`src/rtl/sccb_cfg_pkg.sv`:
```
// Shared types, constants and the default camera register list
// for the SCCB configuration sequencer.
package sccb_cfg_pkg;

    localparam logic [7:0] CFG_END_ADDR   = 8'hFF;
    localparam logic [7:0] CFG_END_DATA   = 8'hFF;
    localparam logic [7:0] CFG_DELAY_ADDR = 8'hF0;

    typedef enum logic [2:0] {
        ST_PWRUP,
        ST_IDLE,
        ST_FETCH,
        ST_DECODE,
        ST_ISSUE,
        ST_WAIT,
        ST_DELAY
    } cfg_state_e;

    typedef struct packed {
        logic [7:0] addr;
        logic [7:0] data;
    } cfg_entry_t;

    // Soft reset first, then settle before the mode and format registers.
    function automatic cfg_entry_t camera_entry(input int unsigned idx);
        cfg_entry_t e;
        case (idx)
            0:       e = '{addr: 8'h12, data: 8'h80};
            1:       e = '{addr: CFG_DELAY_ADDR, data: 8'h0A};
            2:       e = '{addr: 8'h12, data: 8'h04};
            3:       e = '{addr: 8'h11, data: 8'h01};
            4:       e = '{addr: 8'h0C, data: 8'h00};
            5:       e = '{addr: 8'h3E, data: 8'h00};
            6:       e = '{addr: 8'h40, data: 8'hD0};
            7:       e = '{addr: 8'h8C, data: 8'h00};
            8:       e = '{addr: 8'h3A, data: 8'h04};
            9:       e = '{addr: 8'h14, data: 8'h18};
            default: e = '{addr: CFG_END_ADDR, data: CFG_END_DATA};
        endcase
        return e;
    endfunction

endpackage

```
`src/rtl/sccb_config_rom.sv`:
```
// Synchronous-read register table; either the built-in camera list
// or a caller-supplied packed table (entry 0 in the low 16 bits).
module sccb_config_rom
    import sccb_cfg_pkg::*;
#(
    parameter int unsigned NUM_ENTRIES = 128,
    parameter int unsigned IDX_W       = 7,
    parameter bit          USE_INIT    = 1'b0,
    parameter logic [16*NUM_ENTRIES-1:0] INIT_TABLE = '0
) (
    input  logic             clk_i,
    input  logic [IDX_W-1:0] addr_i,
    output logic [15:0]      data_o
);

    logic [15:0] rd_d;
    logic [15:0] data_q;

    always_comb begin
        rd_d = '0;
        if (USE_INIT) begin
            rd_d = INIT_TABLE[{addr_i, 4'b0000} +: 16];
        end else begin
            rd_d = camera_entry(32'(addr_i));
        end
    end

    always_ff @(posedge clk_i) begin
        data_q <= rd_d;
    end

    assign data_o = data_q;

endmodule

```
`src/rtl/sccb_config_sequencer.sv`:
```
// Walks the register table, one SCCB write per entry, with timeout.
// Define SCCB_CFG_DELAY_EN to treat address F0 entries as ms delays.
module sccb_config_sequencer
    import sccb_cfg_pkg::*;
#(
    parameter int unsigned CLK_FREQ_HZ    = 25_000_000,
    parameter int unsigned NUM_ENTRIES    = 128,
    parameter int unsigned POWERUP_CYCLES = 25_000,
    parameter int unsigned TIMEOUT_CYCLES = 50_000,
    parameter bit          AUTO_START     = 1'b1,
    parameter bit          USE_INIT       = 1'b0,
    parameter logic [16*NUM_ENTRIES-1:0] INIT_TABLE = '0,
    localparam int unsigned IDX_W = $clog2(NUM_ENTRIES)
) (
    input  logic             clk,
    input  logic             rst,
    input  logic             start,
    output logic             transmit,
    output logic [7:0]       address,
    output logic [7:0]       write_data,
    input  logic             sccb_done,
    output logic             busy,
    output logic             config_done,
    output logic             error,
    output logic [IDX_W-1:0] entry_idx
);

    localparam logic [IDX_W-1:0] LAST_IDX = IDX_W'(NUM_ENTRIES - 1);

    cfg_state_e       state_q, state_d;
    logic [31:0]      cnt_q, cnt_d;
    logic [IDX_W-1:0] idx_q, idx_d;
    logic [7:0]       addr_q, addr_d;
    logic [7:0]       data_q, data_d;
    logic             done_q, done_d;
    logic             err_q, err_d;
    logic             adv;
    cfg_entry_t       rom_q;

`ifdef SCCB_CFG_DELAY_EN
    localparam int unsigned MS_CYCLES = CLK_FREQ_HZ / 1000;
    logic [31:0] dly_lim_q, dly_lim_d;
`endif

    sccb_config_rom #(
        .NUM_ENTRIES (NUM_ENTRIES),
        .IDX_W       (IDX_W),
        .USE_INIT    (USE_INIT),
        .INIT_TABLE  (INIT_TABLE)
    ) u_rom (
        .clk_i  (clk),
        .addr_i (idx_q),
        .data_o (rom_q)
    );

    always_comb begin
        state_d = state_q;
        cnt_d   = cnt_q + 32'd1;
        idx_d   = idx_q;
        addr_d  = addr_q;
        data_d  = data_q;
        done_d  = done_q;
        err_d   = err_q;
        adv     = 1'b0;
`ifdef SCCB_CFG_DELAY_EN
        dly_lim_d = dly_lim_q;
`endif
        unique case (state_q)
            ST_PWRUP: begin
                if (cnt_q + 32'd1 >= POWERUP_CYCLES) begin
                    state_d = AUTO_START ? ST_FETCH : ST_IDLE;
                end
            end
            ST_IDLE: begin
                if (start) begin
                    state_d = ST_FETCH;
                    idx_d   = '0;
                    done_d  = 1'b0;
                    err_d   = 1'b0;
                end
            end
            ST_FETCH: state_d = ST_DECODE;
            ST_DECODE: begin
                if (rom_q.addr == CFG_END_ADDR && rom_q.data == CFG_END_DATA) begin
                    state_d = ST_IDLE;
                    done_d  = 1'b1;
`ifdef SCCB_CFG_DELAY_EN
                end else if (rom_q.addr == CFG_DELAY_ADDR) begin
                    state_d   = ST_DELAY;
                    dly_lim_d = 32'(rom_q.data) * MS_CYCLES;
`endif
                end else begin
                    addr_d  = rom_q.addr;
                    data_d  = rom_q.data;
                    state_d = ST_ISSUE;
                end
            end
            ST_ISSUE: state_d = ST_WAIT;
            ST_WAIT: begin
                if (sccb_done) begin
                    adv = 1'b1;
                end else if (cnt_q + 32'd1 >= TIMEOUT_CYCLES) begin
                    err_d   = 1'b1;
                    state_d = ST_IDLE;
                end
            end
`ifdef SCCB_CFG_DELAY_EN
            ST_DELAY: begin
                // A zero-length delay still spends one cycle here.
                if (cnt_q + 32'd1 >= dly_lim_q) begin
                    adv = 1'b1;
                end
            end
`endif
            default: state_d = ST_PWRUP;
        endcase

        // The last slot ends the walk even without an end marker.
        if (adv) begin
            if (idx_q == LAST_IDX) begin
                state_d = ST_IDLE;
                done_d  = 1'b1;
            end else begin
                idx_d   = idx_q + 1'b1;
                state_d = ST_FETCH;
            end
        end

        if (state_d != state_q) begin
            cnt_d = '0;
        end
    end

    always_ff @(posedge clk or posedge rst) begin
        if (rst) begin
            state_q <= ST_PWRUP;
            cnt_q   <= '0;
            idx_q   <= '0;
            addr_q  <= '0;
            data_q  <= '0;
            done_q  <= 1'b0;
            err_q   <= 1'b0;
        end else begin
            state_q <= state_d;
            cnt_q   <= cnt_d;
            idx_q   <= idx_d;
            addr_q  <= addr_d;
            data_q  <= data_d;
            done_q  <= done_d;
            err_q   <= err_d;
        end
    end

`ifdef SCCB_CFG_DELAY_EN
    always_ff @(posedge clk or posedge rst) begin
        if (rst) begin
            dly_lim_q <= '0;
        end else begin
            dly_lim_q <= dly_lim_d;
        end
    end
`endif

    assign transmit    = (state_q == ST_ISSUE);
    assign address     = addr_q;
    assign write_data  = data_q;
    assign busy        = (state_q != ST_IDLE) && (AUTO_START || state_q != ST_PWRUP);
    assign config_done = done_q;
    assign error       = err_q;
    assign entry_idx   = idx_q;

endmodule

```
`config.mk`:
```
export PLATFORM = sky130hd
export DESIGN_NAME = sccb_config_sequencer
export DESIGN_NICKNAME = d
export VERILOG_FILES = /design/src/rtl/sccb_cfg_pkg.sv /design/src/rtl/sccb_config_rom.sv /design/src/rtl/sccb_config_sequencer.sv
export SDC_FILE = /design/constraint.sdc
export NUM_CORES = 1
export LEC_CHECK = 0
export BUFFER_PORTS_ARGS = -buffer_cell sky130_fd_sc_hd__buf_4
export CORE_AREA = 2 2 91 93
export DETAILED_ROUTE_END_ITERATION = 10
export DIE_AREA = 0 0 93 95
export GPL_ROUTABILITY_DRIVEN = 0
export PLACE_DENSITY = 0.75
export REMOVE_ABC_BUFFERS = 1
export SYNTH_ARGS = -nofsm -noshare
export SYNTH_HDL_FRONTEND = slang
export SYNTH_SLANG_ARGS = --single-unit
```
`constraint.sdc`:
```
create_clock -name clk -period 2.8 [get_ports clk]
set_clock_uncertainty 0.15 [all_clocks]
set_input_delay 0.56 -clock clk [delete_from_list [all_inputs] [get_ports clk]]
set_output_delay 0.56 -clock clk [all_outputs]
set_load 0.01 [all_outputs]
```
# Word level (Yosys, flattened, before mapping)
# Memories as Yosys holds them, arrays and structs flattened. A register that Yosys moved wholly into a read port is not among the register bits.
# Cells that the tools add are included.
[word_totals]
register_bits = 60
mem_bits_ro = 256
input_bits = 4
output_inout_bits = 27
wordCells = 57
memories = 1
[memory_table]
columns = ["name", "depth", "word_bits", "rd", "rd_ports_with_merged_regs", "wr", "line", "source"]
rows = [
  ["(no name shown)", 16, 16, 1, 1, 0, "sccb_cfg_pkg.sv:27", "case (idx)"],
]
[op_classes]
add_sub_neg = 2
order_cmp = 2
n_eq_ne = 13
muxes = 24
n_bitwise = 1
reduce_logical = 7
[op_table]
columns = ["op", "n"]
rows = [
  ["adder 32 x 1 -> 32 bit (second input constant)", 1],
  [">= comparator 32 x 15 -> 1 bit (second input constant)", 1],
  [">= comparator 32 x 16 -> 1 bit (second input constant)", 1],
  ["two-way mux 32 bit", 1],
  ["two-way mux 7 bit", 4],
  ["two-way mux 3 bit", 6],
  ["case mux 3 bit (6 select lines)", 1],
  ["equality test 8 bit (second input constant)", 2],
  ["two-way mux 1 bit", 9],
  ["adder 7 x 1 -> 7 bit (second input constant)", 1],
  ["equality test 7 bit (second input constant)", 1],
  ["equality test 3 x 2 -> 1 bit (second input constant)", 2],
  ["equality test 3 bit (second input constant)", 2],
  ["logical NOT 3 bit", 2],
  ["inequality test 2 bit (second input constant)", 3],
  ["case mux 1 bit (2 select lines)", 2],
  ["AND reduction 4 bit", 1],
  ["equality test 3 x 1 -> 1 bit (second input constant)", 1],
  ["inequality test 3 x 1 -> 1 bit (second input constant)", 1],
  ["inequality test 3 bit", 1],
  ["two-way mux 2 bit", 1],
  ["AND reduction 2 bit", 1],
  ["nonzero test 2 bit", 1],
  ["logical AND 1 bit", 1],
  ["2 further kinds", 2],
]

# Logic depth before layout (Yosys ltp)
[logic_depth]
word_depth = 8
depth_mapped = 11
ltp_nobuf = 9

# Modules after synthesis
# From an unflattened synthesis, not the netlist that was laid out.
[unflattened]
hier_cells = 423
hier_area_um2 = 4141.5
[modules_own_cells]
columns = ["module", "instances", "cells_per_inst", "area_per_inst_um2", "seq_area_each_um2"]
rows = [
  ["sccb_config_sequencer", 1, 361, 3550.9, 1501.4],
  ["sccb_config_rom", 1, 62, 590.6, 300.3],
]

# Worst setup path before layout
# No wires, ideal clock.
[synth_timing]
path_kind = "reg-to-reg"
start = "register cnt_q[0]"
end = "register cnt_q[10]"
setup_ps = 86
t_arrival_ps = 2808
required_ps = 2564
setup_slack_ps = -244
stages_incl_launch_ff = 12
n_path_buf = 2
synth_period_minus_slack_ps = 3044
path_cell_list = "dfrtp_1 ha_1 nand3_1 or4_1 buf_2 nor4_1 xnor2_1 o2111a_1 nand2_2 o31a_4 buf_6 nor3_1"
[synth_via]
elab_chain_len = 8
elab_cells_between_ends = 10
cone_classes = "1 x add/sub; 2 x order compare; 1 x eq/ne; 6 x mux"
[synth_rtl]
columns = ["item", "line", "source"]
rows = [
  ["start, declared", "sccb_config_sequencer.sv:31", "logic [31:0] cnt_q, cnt_d;"],
  ["start signal, assigned", "sccb_config_sequencer.sv:145", "cnt_q <= cnt_d;"],
  ["adder 32 x 1 -> 32 bit (*)", "sccb_config_sequencer.sv:58, sccb_config_sequencer.sv:70, sccb_config_sequencer.sv:102", ""],
  [">= comparator 32 x 16 -> 1 bit", "sccb_config_sequencer.sv:102", "end else if (cnt_q + 32'd1 >= TIMEOUT_CYCLES) begin"],
  ["two-way mux 3 bit", "sccb_config_sequencer.sv:102", ""],
  ["two-way mux 3 bit", "sccb_config_sequencer.sv:100", "if (sccb_done) begin"],
  ["case mux 3 bit (6 select lines)", "sccb_config_sequencer.sv:68", "unique case (state_q)"],
  ["two-way mux 3 bit", "sccb_config_sequencer.sv:119", "if (adv) begin"],
  ["inequality test 3 bit", "sccb_config_sequencer.sv:129", "if (state_d != state_q) begin"],
  ["two-way mux 32 bit (*)", "sccb_config_sequencer.sv:129", ""],
  ["named net cnt_d[10]", "sccb_config_sequencer.sv:31", ""],
]
# Mark *: on every way through the listed nets, which the timed path passes. The rest lies on a longest branch.
# A chain may end at the register's enable or synchronous reset.

# Final worst setup path
[layout_timing]
start = "register cnt_q[6]"
end = "register cnt_q[7]"
# Same word-level chain as after synthesis.

==> metrics.cfg <==
[outcome]
status=finished with violations
violations=negative setup slack

[route]
drt_first_iter_violations=291
dr.pass1.iters=5
wl_per_cell_um=17.15
viasPerCell=5.945
drc=0
drt-total-wl_mm=10.62
routed-via-count=3680
ant_nets=0

[sta]
slew_headroom=0.5171
fmax_mhz=343.0
period_needed_ns=2.916
setup_viol_count_final=32
post-route-period-util=1.041
finalMaxSlewViolations=0
rsz0062_at_grt=true
timing.final.ws_setup_ns=-0.1156
worstMarginPinSlew_ns=0.7177
tns_ns=-2.612
hold_viol=0
whs_ns=0.1270

[grt]
grt_overflow_total=0
grt_start_max_net_pins=35
grt_pass1_wl_mm=15.72
grt_antenna_before_repair=0
track_usage=0.2244
grt_pass1_vias=3404

[final_layout]
final_cell_area_mm2=0.005329
drive_gt1_frac=0.3580
synthToLayoutAreaGrowth_pct=29.30
antenna_cells=0
nNetsFinal=522

[power]
powerDensity_mw_per_mm2=368.3
peakVddDrop_v=0.0002604
finalPower_mw=1.962
p_leak_nw=2.370

[worst_setup_path]
start_kind=flop
r2r_slack_ns=-0.12
timing.rr.start=cnt_q[6]
max_stage_delay_ns=0.57
crit_path_end_kind=flop
cp_max_fo=8
crit_type=reg -> reg
r2r_cells=9
reg2reg_to=cnt_q[7]
crit_chain=nand3_2, or4_4, nor4_4, buf_4, mux2i_2, o2111a_2, nand2_4, o31a_4, nor3_4
cp_data_required_time_ns=2.92
arrival_ns=3.03
critPathSlowestCell=or4_4

[clocking]
postCtsHoldBufs=0
cts_num_sinks=74
clock_latency_ns=0.35
cts_tree=yes
clockBufferDepth=2
root_buffer=clkbuf_8
cts_made_buffers=9
htreeDepth=3
clk_pin_slew_ns=0.09

[yosys]
synth-seq-cells=74
yosysTopAreaCell=dfrtp_1
syn_area_mm2=0.004121
synth_area_per_cell_um2=9.563
synth_ff_type=dfrtp_1
synth_most_common_cell=dfrtp_1
synth_cells=431
ys_types=62
seq_area_frac_synth=0.4311
synth_warnings=0
synth_commonest_cells=dfrtp_1, nand2_1, nor3_1
synthTopCellsByArea=dfrtp_1, dfxtp_1, xnor2_1, nor3_1, mux2_2
post-synth-top-area-fraction=0.3582
synth_edf_count=0
async_flop_share=0.7973

[floorplanning]
die_area_mm2=0.008835
core_area_mm2=0.007928
die_x_um=93
num_rows=33
ios=31
die_y_um=95
start_util=0.5199

[placed_design]
place_area_mm2=0.004771
hpwl_mm=6.551
dp_slack_ns=-0.2474
io_buffers=30

[job]
maxCapViolCount=0

[hold_path]
min_path_type=in -> async

-- how the worst max path moves through the flow --
stage              from   endpoint  slack (ns)
2_1_floorplan  cnt_q[0]   cnt_q[1]       -0.49
3_3_place_gp   cnt_q[0]   cnt_q[1]       -0.13
3_5_place_dp   cnt_q[0]   cnt_q[8]       -0.25
4_1_cts        cnt_q[0]  cnt_q[20]      -0.007
5_1_grt        cnt_q[6]  cnt_q[20]       -0.22
6_report       cnt_q[6]   cnt_q[7]       -0.12
-- routing by layer --
layer,GRT usage,vias to the layer above,routed length [um]
li1,-,1714,-
met1,0.2972,1785,4561
met2,0.3684,136,5122
met3,0.02554,45,550
met4,0.1091,0,381
met5,0,-,0
-- cell usage in the layout, fill, tap and decap left out, types with 4 or more instances in the layout --
master,n
dfxtp_1,15
xnor2_1,22
mux2_2,14
nand2_1,37
nor2b_1,6
clkbuf_8,9
nand4_1,8
nand3_1,21
dfrtp_1,59
o31ai_1,4
inv_6,4
nor3_4,9
and3_1,4
buf_4,84
a21oi_1,8
nor4_1,6
nor3_2,25
and2_1,4
nand2b_1,6
xor2_1,12
nor3_1,13
ha_1,9
o21ai_0,22
inv_1,14
nor2_1,22
-- through the flow --
stage               utilization  std cells
global route             0.6722        619
finish                   0.6722        619
floorplan                     -        404
CTS                      0.6372        612
global placement         0.6018        595
detailed placement       0.6018        595
-- worst max-delay path, delay by kind of cell (launching register included) --
family          cells  cell delay, ns
simple gates        5            1.19
flops               1            0.38
compound gates      2            0.75
buf+inv             1            0.17
mux                 1            0.21
-- timing repair --
item | 4_1_cts | 5_1_grt
gates resized for setup | 12 | 38
setup buffers | 0 | 3
gates cloned | 1 | 4
pin swaps | 4 | 20
setup endpoints to repair | 32 | 33
-- sequential cells by signal, indices dropped and copies added (netlist names) --
signal	flops
address	8
error	1
config_done	1
u_rom.data_o	15
entry_idx	7
cnt_q	32
state_q	3
write_data	7
-- cell families (layout without fill, tap and decap cells) --
| group | count (synthesis) | in the layout | share of synthesized area |
|---|---|---|---|
| and+or+nand+nor | 189 | 189 | 0.2632 |
| DFF | 74 | 74 | 0.4311 |
| AOI/OAI and AO/OA | 66 | 69 | 0.1099 |
| buffers and inverters | 42 | 122 | 0.05070 |
| xor gates and xnor gates | 34 | 34 | 0.07225 |
| muxes | 17 | 17 | 0.04554 |
| adders and majority gates | 9 | 9 | 0.02732 |
-- report_power, final --
group          switching [mW]  leakage [nW]  total, mW  internal, mW
clock                   0.447         0.101      0.873         0.426
combinational          0.0194          1.33     0.0255       0.00611
sequential                  0         0.936       1.06          1.06
total                   0.466          2.37       1.96          1.50
-- layout make-up --
cell class | instances | area [um2]
Fill cell | 626 | 2599
Inverter | 15 | 56.30
Multi-Input combinational cell | 318 | 2410
Tap cell | 105 | 131.4
Timing Repair Buffer | 91 | 749.5
Clock buffer | 9 | 123.9
Sequential cell | 74 | 1777
Clock inverter | 7 | 81.33
Power figures use the tool's default switching activity.
